`src/rtl/mips_mem_pkg.sv`:
```
// Shared encodings for the CPU-side memory access unit: access sizes, FSM states,
// the captured request payload and the request fault rule.
package mips_mem_pkg;

    localparam int unsigned MEM_WORDS_DEFAULT = 500;
    localparam int unsigned DATA_W            = 32;
    localparam int unsigned ADDR_W            = 32;

    typedef enum logic [1:0] {
        SIZE_BYTE = 2'b00,
        SIZE_HALF = 2'b01,
        SIZE_WORD = 2'b10,
        SIZE_RSVD = 2'b11
    } mem_size_e;

    typedef enum logic [1:0] {
        IDLE  = 2'b00,
        READ  = 2'b01,
        WRITE = 2'b10,
        RESP  = 2'b11
    } mau_state_e;

    typedef struct packed {
        logic              write;
        mem_size_e         size;
        logic              is_unsigned;
        logic [ADDR_W-1:0] addr;
        logic [DATA_W-1:0] wdata;
    } mem_req_t;

    // Reserved size, misalignment for the access width, or a word index past the end of memory.
    function automatic logic req_fault(input logic [1:0] size, input logic [ADDR_W-1:0] addr,
                                       input int unsigned words);
        logic misaligned;
        case (size)
            SIZE_BYTE: misaligned = 1'b0;
            SIZE_HALF: misaligned = addr[0];
            SIZE_WORD: misaligned = |addr[1:0];
            default:   misaligned = 1'b1;
        endcase
        return misaligned || (32'(addr[ADDR_W-1:2]) >= words);
    endfunction

endpackage

```
`src/rtl/mem_lane_align.sv`:
```
// Big-endian lane handling: extracts/extends a sub-word load and merges a sub-word
// store into the word read back from memory.
module mem_lane_align
    import mips_mem_pkg::*;
(
    input  logic [DATA_W-1:0] i_word,
    input  logic [1:0]        i_offset,
    input  mem_size_e         i_size,
    input  logic              i_unsigned,
    input  logic [DATA_W-1:0] i_wdata,
    output logic [DATA_W-1:0] o_load_c,
    output logic [DATA_W-1:0] o_merge_c
);

    logic [4:0]  w_bshift;
    logic [4:0]  w_hshift;
    logic [7:0]  w_byte;
    logic [15:0] w_half;

    // Offset 0 is the most significant lane, so the shift is (3 - offset) lanes.
    always_comb begin
        w_bshift  = {~i_offset, 3'b000};
        w_hshift  = {~i_offset[1], 4'b0000};
        w_byte    = 8'(i_word >> w_bshift);
        w_half    = 16'(i_word >> w_hshift);
        o_load_c  = '0;
        o_merge_c = i_word;
        case (i_size)
            SIZE_BYTE: begin
                o_load_c  = i_unsigned ? {24'h0, w_byte} : {{24{w_byte[7]}}, w_byte};
                o_merge_c = (i_word & ~(32'h0000_00FF << w_bshift))
                          | ({24'h0, i_wdata[7:0]} << w_bshift);
            end
            SIZE_HALF: begin
                o_load_c  = i_unsigned ? {16'h0, w_half} : {{16{w_half[15]}}, w_half};
                o_merge_c = (i_word & ~(32'h0000_FFFF << w_hshift))
                          | ({16'h0, i_wdata[15:0]} << w_hshift);
            end
            SIZE_WORD: begin
                o_load_c  = i_word;
                o_merge_c = i_wdata;
            end
            default: ;
        endcase
    end

endmodule

```
`src/rtl/mem_access_unit.sv`:
```
// CPU load/store front end for a word-addressed memory: checks faults, sequences
// read / write / read-modify-write accesses and returns a one-cycle response.
module mem_access_unit
    import mips_mem_pkg::*;
#(
    parameter int unsigned MEM_WORDS = MEM_WORDS_DEFAULT
) (
    input  logic              clk,
    input  logic              reset,
    input  logic              req_valid,
    output logic              req_ready,
    input  logic              req_write,
    input  logic [1:0]        req_size,
    input  logic              req_unsigned,
    input  logic [ADDR_W-1:0] req_addr,
    input  logic [DATA_W-1:0] req_wdata,
    output logic              resp_valid,
    output logic [DATA_W-1:0] resp_rdata,
    output logic              resp_fault,
    output logic              MemRead,
    output logic              MemWrite,
    output logic [ADDR_W-1:0] Address,
    output logic [DATA_W-1:0] WriteData,
    input  logic [DATA_W-1:0] MemData
);

    mau_state_e        r_state;
    mem_req_t          r_req;
    logic              r_req_ready;
    logic              r_resp_valid;
    logic              r_resp_fault;
    logic [DATA_W-1:0] r_resp_rdata;
    logic              r_mem_read;
    logic              r_mem_write;
    logic [DATA_W-1:0] r_wdata;

    logic              w_accept;
    logic              w_fault;
    logic [DATA_W-1:0] w_load;
    logic [DATA_W-1:0] w_merge;

    always_comb begin
        w_accept = req_valid && r_req_ready;
        w_fault  = req_fault(req_size, req_addr, MEM_WORDS);
    end

    mem_lane_align u_lane_align (
        .i_word     (MemData),
        .i_offset   (r_req.addr[1:0]),
        .i_size     (r_req.size),
        .i_unsigned (r_req.is_unsigned),
        .i_wdata    (r_req.wdata),
        .o_load_c   (w_load),
        .o_merge_c  (w_merge)
    );

    // Strobes and response flags default low each cycle; only the state that needs them raises them.
    always_ff @(posedge clk) begin
        if (reset) begin
            r_state      <= IDLE;
            r_req        <= '0;
            r_req_ready  <= 1'b1;
            r_resp_valid <= 1'b0;
            r_resp_fault <= 1'b0;
            r_resp_rdata <= '0;
            r_mem_read   <= 1'b0;
            r_mem_write  <= 1'b0;
            r_wdata      <= '0;
        end else begin
            r_resp_valid <= 1'b0;
            r_resp_fault <= 1'b0;
            r_resp_rdata <= '0;
            r_mem_read   <= 1'b0;
            r_mem_write  <= 1'b0;
            case (r_state)
                IDLE: begin
                    if (w_accept) begin
                        r_req       <= '{write: req_write, size: mem_size_e'(req_size),
                                         is_unsigned: req_unsigned, addr: req_addr,
                                         wdata: req_wdata};
                        r_req_ready <= 1'b0;
                        if (w_fault) begin
                            r_state      <= RESP;
                            r_resp_valid <= 1'b1;
                            r_resp_fault <= 1'b1;
                        end else if (req_write && (req_size == SIZE_WORD)) begin
                            r_state     <= WRITE;
                            r_mem_write <= 1'b1;
                            r_wdata     <= req_wdata;
                        end else begin
                            r_state    <= READ;
                            r_mem_read <= 1'b1;
                        end
                    end
                end
                READ: begin
                    if (r_req.write) begin
                        r_state     <= WRITE;
                        r_mem_write <= 1'b1;
                        r_wdata     <= w_merge;
                    end else begin
                        r_state      <= RESP;
                        r_resp_valid <= 1'b1;
                        r_resp_rdata <= w_load;
                    end
                end
                WRITE: begin
                    r_state      <= RESP;
                    r_resp_valid <= 1'b1;
                end
                RESP: begin
                    r_state     <= IDLE;
                    r_req_ready <= 1'b1;
                end
                default: begin
                    r_state     <= IDLE;
                    r_req_ready <= 1'b1;
                end
            endcase
        end
    end

    always_comb begin
        req_ready  = r_req_ready;
        resp_valid = r_resp_valid;
        resp_fault = r_resp_fault;
        resp_rdata = r_resp_rdata;
        MemRead    = r_mem_read;
        MemWrite   = r_mem_write;
        Address    = 32'(r_req.addr[ADDR_W-1:2]);
        WriteData  = r_wdata;
    end

endmodule
```
`config.mk`:
```
export PLATFORM = sky130hd
export DESIGN_NAME = mem_access_unit
export DESIGN_NICKNAME = d
export VERILOG_FILES = /design/src/rtl/mips_mem_pkg.sv /design/src/rtl/mem_lane_align.sv /design/src/rtl/mem_access_unit.sv
export SDC_FILE = /design/constraint.sdc
export NUM_CORES = 1
export LEC_CHECK = 0
export BUFFER_PORTS_ARGS = -buffer_cell sky130_fd_sc_hd__buf_2
export CAP_MARGIN = 0
export CORE_UTILIZATION = 30
export DETAILED_ROUTE_END_ITERATION = 16
export PLACE_DENSITY = 0.5
export SLEW_MARGIN = 5
export SYNTH_ARGS = -nofsm -noshare
export SYNTH_HDL_FRONTEND = slang
export SYNTH_SLANG_ARGS = --single-unit
```
`constraint.sdc`:
```
create_clock -name clk -period 5.4 [get_ports clk]
set_clock_uncertainty 0.15 [all_clocks]
set_input_delay 0.81 -clock clk [delete_from_list [all_inputs] [get_ports clk]]
set_output_delay 0.81 -clock clk [all_outputs]
set_load 0.03 [all_outputs]
```
==> flow_summary_export.csv <==
group,metric,value,unit
power_and_ir_drop,switchingPower,1.48,mW
global_route,grt_pass1_wl,35500,um
critical_path,crit_chain,"inv_1 -> ha_2 -> buf_4 -> nand2_1 -> nor2_1 -> a41oi_4 -> buf_4 -> mux2i_1",
power_and_ir_drop,clkPwrFrac,32.5,%
synthesis,ys_async_sr_fraction,0,%
timing,maxSlewHeadroom,18.9,%
power_and_ir_drop,power,3.73,mW
drt,drtAntennaViolNets,0,
status,status,"completed",
synthesis,ys_ff_latch,139,
min_path,hold_path.class,"reg2reg",
floorplanning,start_util,30.5,%
critical_path,crit_top_cell,"buf_4",
timing,tightest_slew,1210,ps
finish,final_cell_mix,"nand2_1, buf_2, dfxtp_1, a21oi_1, nor2_1",
drt,route.detailed.drc,0,
drt,drt_iter0_markers,551,
finish,num_antenna_cells,0,
synthesis,yosys.area.top_type_share,40.3,%
synthesis,synth.distinct_cells,52,
critical_path,end_kind,"register",
cts,cts_tree,"built",
critical_path,worstPathMaxFanout,65,
drt,vias,6543,
finish,multiInputGateArea,0.00359,mm2
placed_design,port_buffers,201,
critical_path,cp_top_family,"buffers and inverters",
cts,postCtsSetupRepairBufs,0,
power_and_ir_drop,leakage,3.68,nW
synthesis,postSynthCellCount,883,
drt,routed_via_density,5.00,
drt,routedWlPerCell,17.6,um
critical_path,r2r_end,"WriteData[8]$_SDFFE_PP0P_",
cts,cts_made_buffers,17,
critical_path,crit_required,5600,ps
critical_path,cp_slowest_cell,"a41oi_4",
synthesis,ys_top_cells_by_area,"dfxtp_1, nand2_1, a21oi_1",
floorplanning,chipHeight,154,um
finish,area_growth,22.0,%
finish,register_area,0.00278,mm2
power_and_ir_drop,peakVddDrop,0.231,mV
floorplanning,dieArea,0.0236,mm2
floorplanning,coreArea,0.0226,mm2
cts,clock_latency,430,ps
power_and_ir_drop,netSwitchingFraction,39.7,%
synthesis,yosysTopAreaCell,"dfxtp_1",
critical_path,startpoint_type,"register",
placed_design,dp_cells,1276,
timing,rsz0062_at_grt,"false",
power_and_ir_drop,p_int,2.25,mW
placed_design,gp_congestion,0.813,
power_and_ir_drop,power.density,442,mW/mm2
synthesis,syn-cell-area,0.00691,mm2
job,cap_violations,0,
cts,cts_sinks,139,
critical_path,crit_start,"r_state[1]$_SDFFE_PP0P_",
global_route,grt_max_degree,76,
cts,clock_path_buffers,2,
timing,fin_crit_sh,51.7,%
power_and_ir_drop,p_comb_share,33.0,%
synthesis,avgSynthCellArea,7.82,um2
cts,path_clk_slew,70,ps
drt,drt-total-wl,23000,um
floorplanning,placementRows,55,
drt,dr.pass1.iters,6,
finish,final_common_cell,"nand2_1",
floorplanning,fp.dieW,154,um
placed_design,post-dp-hpwl,16100,um
critical_path,ff2ff_path_depth,8,
timing,hold_viol,0,
floorplanning,num_io_pins,204,
critical_path,worstSetupPathType,"reg2reg",
finish,fin_cells,1308,
global_route,grt-ovfl-total,0,
critical_path,regToRegSetupSlack,2610,ps
synthesis,yosysSeqAreaShare,40.3,%
global_route,grt_pass1_vias,5998,
cts,cts-htree-levels,4,
timing,finalSetupTns,0,ps
global_route,grt_use_total,19.5,%
timing,setup_violations,0,
synthesis,synth-edff-count,0,
critical_path,endpoint,"WriteData[8]$_SDFFE_PP0P_",
cts,cts_resized,0,
critical_path,cp.arrival,2990,ps
timing,maxSlewViolCount,0,
critical_path,worstReg2RegStart,"r_state[1]$_SDFFE_PP0P_",
finish,fillers,2399,
power_and_ir_drop,seq_power_share,34.5,%
synthesis,synth_ff_type,"dfxtp_1",
global_route,antenna_found_initial,3,
synthesis,yosysWarnings,0,
critical_path,cp_num_buf_inv,3,
cts,cts_root_buf,"clkbuf_16",
critical_path,crit_cells,8,
finish,fin_nets,1117,
critical_path,cpPeakStageDelay,680,ps
timing,period_minus_slack,2790,ps
finish,drive_gt1_share,25.8,%
cts,postCtsHoldBufs,0,
timing,max_clock_freq,358,MHz
[synth_stat cells, types with 2 or more instances]
master     instances
nor2_1            58
nor2b_1            4
buf_4             32
o2111ai_1         10
a31oi_1            2
nand3_1            2
nor3_1             3
buf_1             14
nor3b_1            8
nor3_2             3
a41o_1             8
o21ai_0           36
a21oi_1           96
or3_1              2
nand2b_1          36
nand3b_1           2
buf_6              3
inv_1              2
a22oi_1           16
nand2_1          225
nor4_1             4
a311o_1            7
dfxtp_1          139
mux2_2             8
clkbuf_1          49
o22ai_1            2
buf_2              6
and2_1            11
a21boi_0           8
o311ai_0           8
o21bai_1           9
mux2i_1           41
ha_1               4
a222oi_1           7
[registers in the layout, summed over array words and instances (netlist names)]
register,flops
req_ready,1
resp_valid,1
resp_fault,1
Address,30
MemWrite,1
r_req,38
resp_rdata,32
MemRead,1
r_state,2
WriteData,32
[through the flow]
stage,hold WS (ps),instance area (um2),setup WS (ps),util (%)
2_1_floorplan,287,6910,2950,-
3_3_place_gp,291,7820,2120,34.6
3_5_place_dp,293,7820,2130,34.6
4_1_cts,302,8430,2550,37.2
5_1_grt,316,8430,2390,37.2
6_report,301,8430,2610,37.2
[metal layers]
layer  routed length [um]  share of wire, %  global-route usage [%]
met1                10800                47                    27.1
met2                10300                45                    29.9
met3                 1570               6.8                    4.74
met4                  370               1.6                    5.57
met5                   26              0.11                       0
[logic make-up after synthesis]
kind of cell / count (synthesis) / synth area share [%]
flip-flops: 139 / 40.3
multiplexers: 49 / 7.25
adder cells (fa/ha/maj): 4 / 0.725
buffers and inverters: 106 / 7.93
AO/OA/AOI/OAI: 218 / 20.3
other: 1 / 0.0543
AND/OR/NAND/NOR: 366 / 23.4
[power by group through the flow]
| stage | Sequential [mW] | Clock [mW] | Combinational [mW] |
|---|---|---|---|
| floorplan | 1.34 | 0 | 0.871 |
| global placement | 1.30 | 0 | 1.23 |
| detailed placement | 1.31 | 0 | 1.23 |
| CTS | 1.29 | 1.24 | 1.23 |
| global route | 1.30 | 1.28 | 1.36 |
| finish | 1.29 | 1.21 | 1.23 |
[worst reg2reg max path, delay by kind of cell (launching register included)]
family          cells  cell delay [ps]
compound gates      1              680
fa+ha+maj           1              170
buf+inv             3              840
flops               1              370
mux                 1              240
simple gates        2              270
[final cells by class]
type / instances / share of cell area (%)
clock inverters: 15 / 2.15
clock buffers: 17 / 5.05
inverters: 2 / 0.0891
flip-flops and latches: 139 / 33.0
multi-input cells: 639 / 42.6
well taps: 285 / 4.23
repair buffers: 211 / 12.9
[worst min-delay path by stage]
stage | to | cells past startpoint | from | slack [ps]
after floorplan | r_req[16]$_SDFFE_PP0P_ | 2 | r_req[16]$_SDFFE_PP0P_ | 290
after global placement | Address[15]$_SDFFE_PP0P_ | 2 | Address[15]$_SDFFE_PP0P_ | 290
after detailed placement | Address[8]$_SDFFE_PP0P_ | 2 | Address[8]$_SDFFE_PP0P_ | 290
after CTS | Address[8]$_SDFFE_PP0P_ | 2 | Address[8]$_SDFFE_PP0P_ | 300
after global routing | Address[15]$_SDFFE_PP0P_ | 2 | Address[15]$_SDFFE_PP0P_ | 320
final | Address[9]$_SDFFE_PP0P_ | 2 | Address[9]$_SDFFE_PP0P_ | 300
No activity file was read; power rests on OpenSTA's default activity.
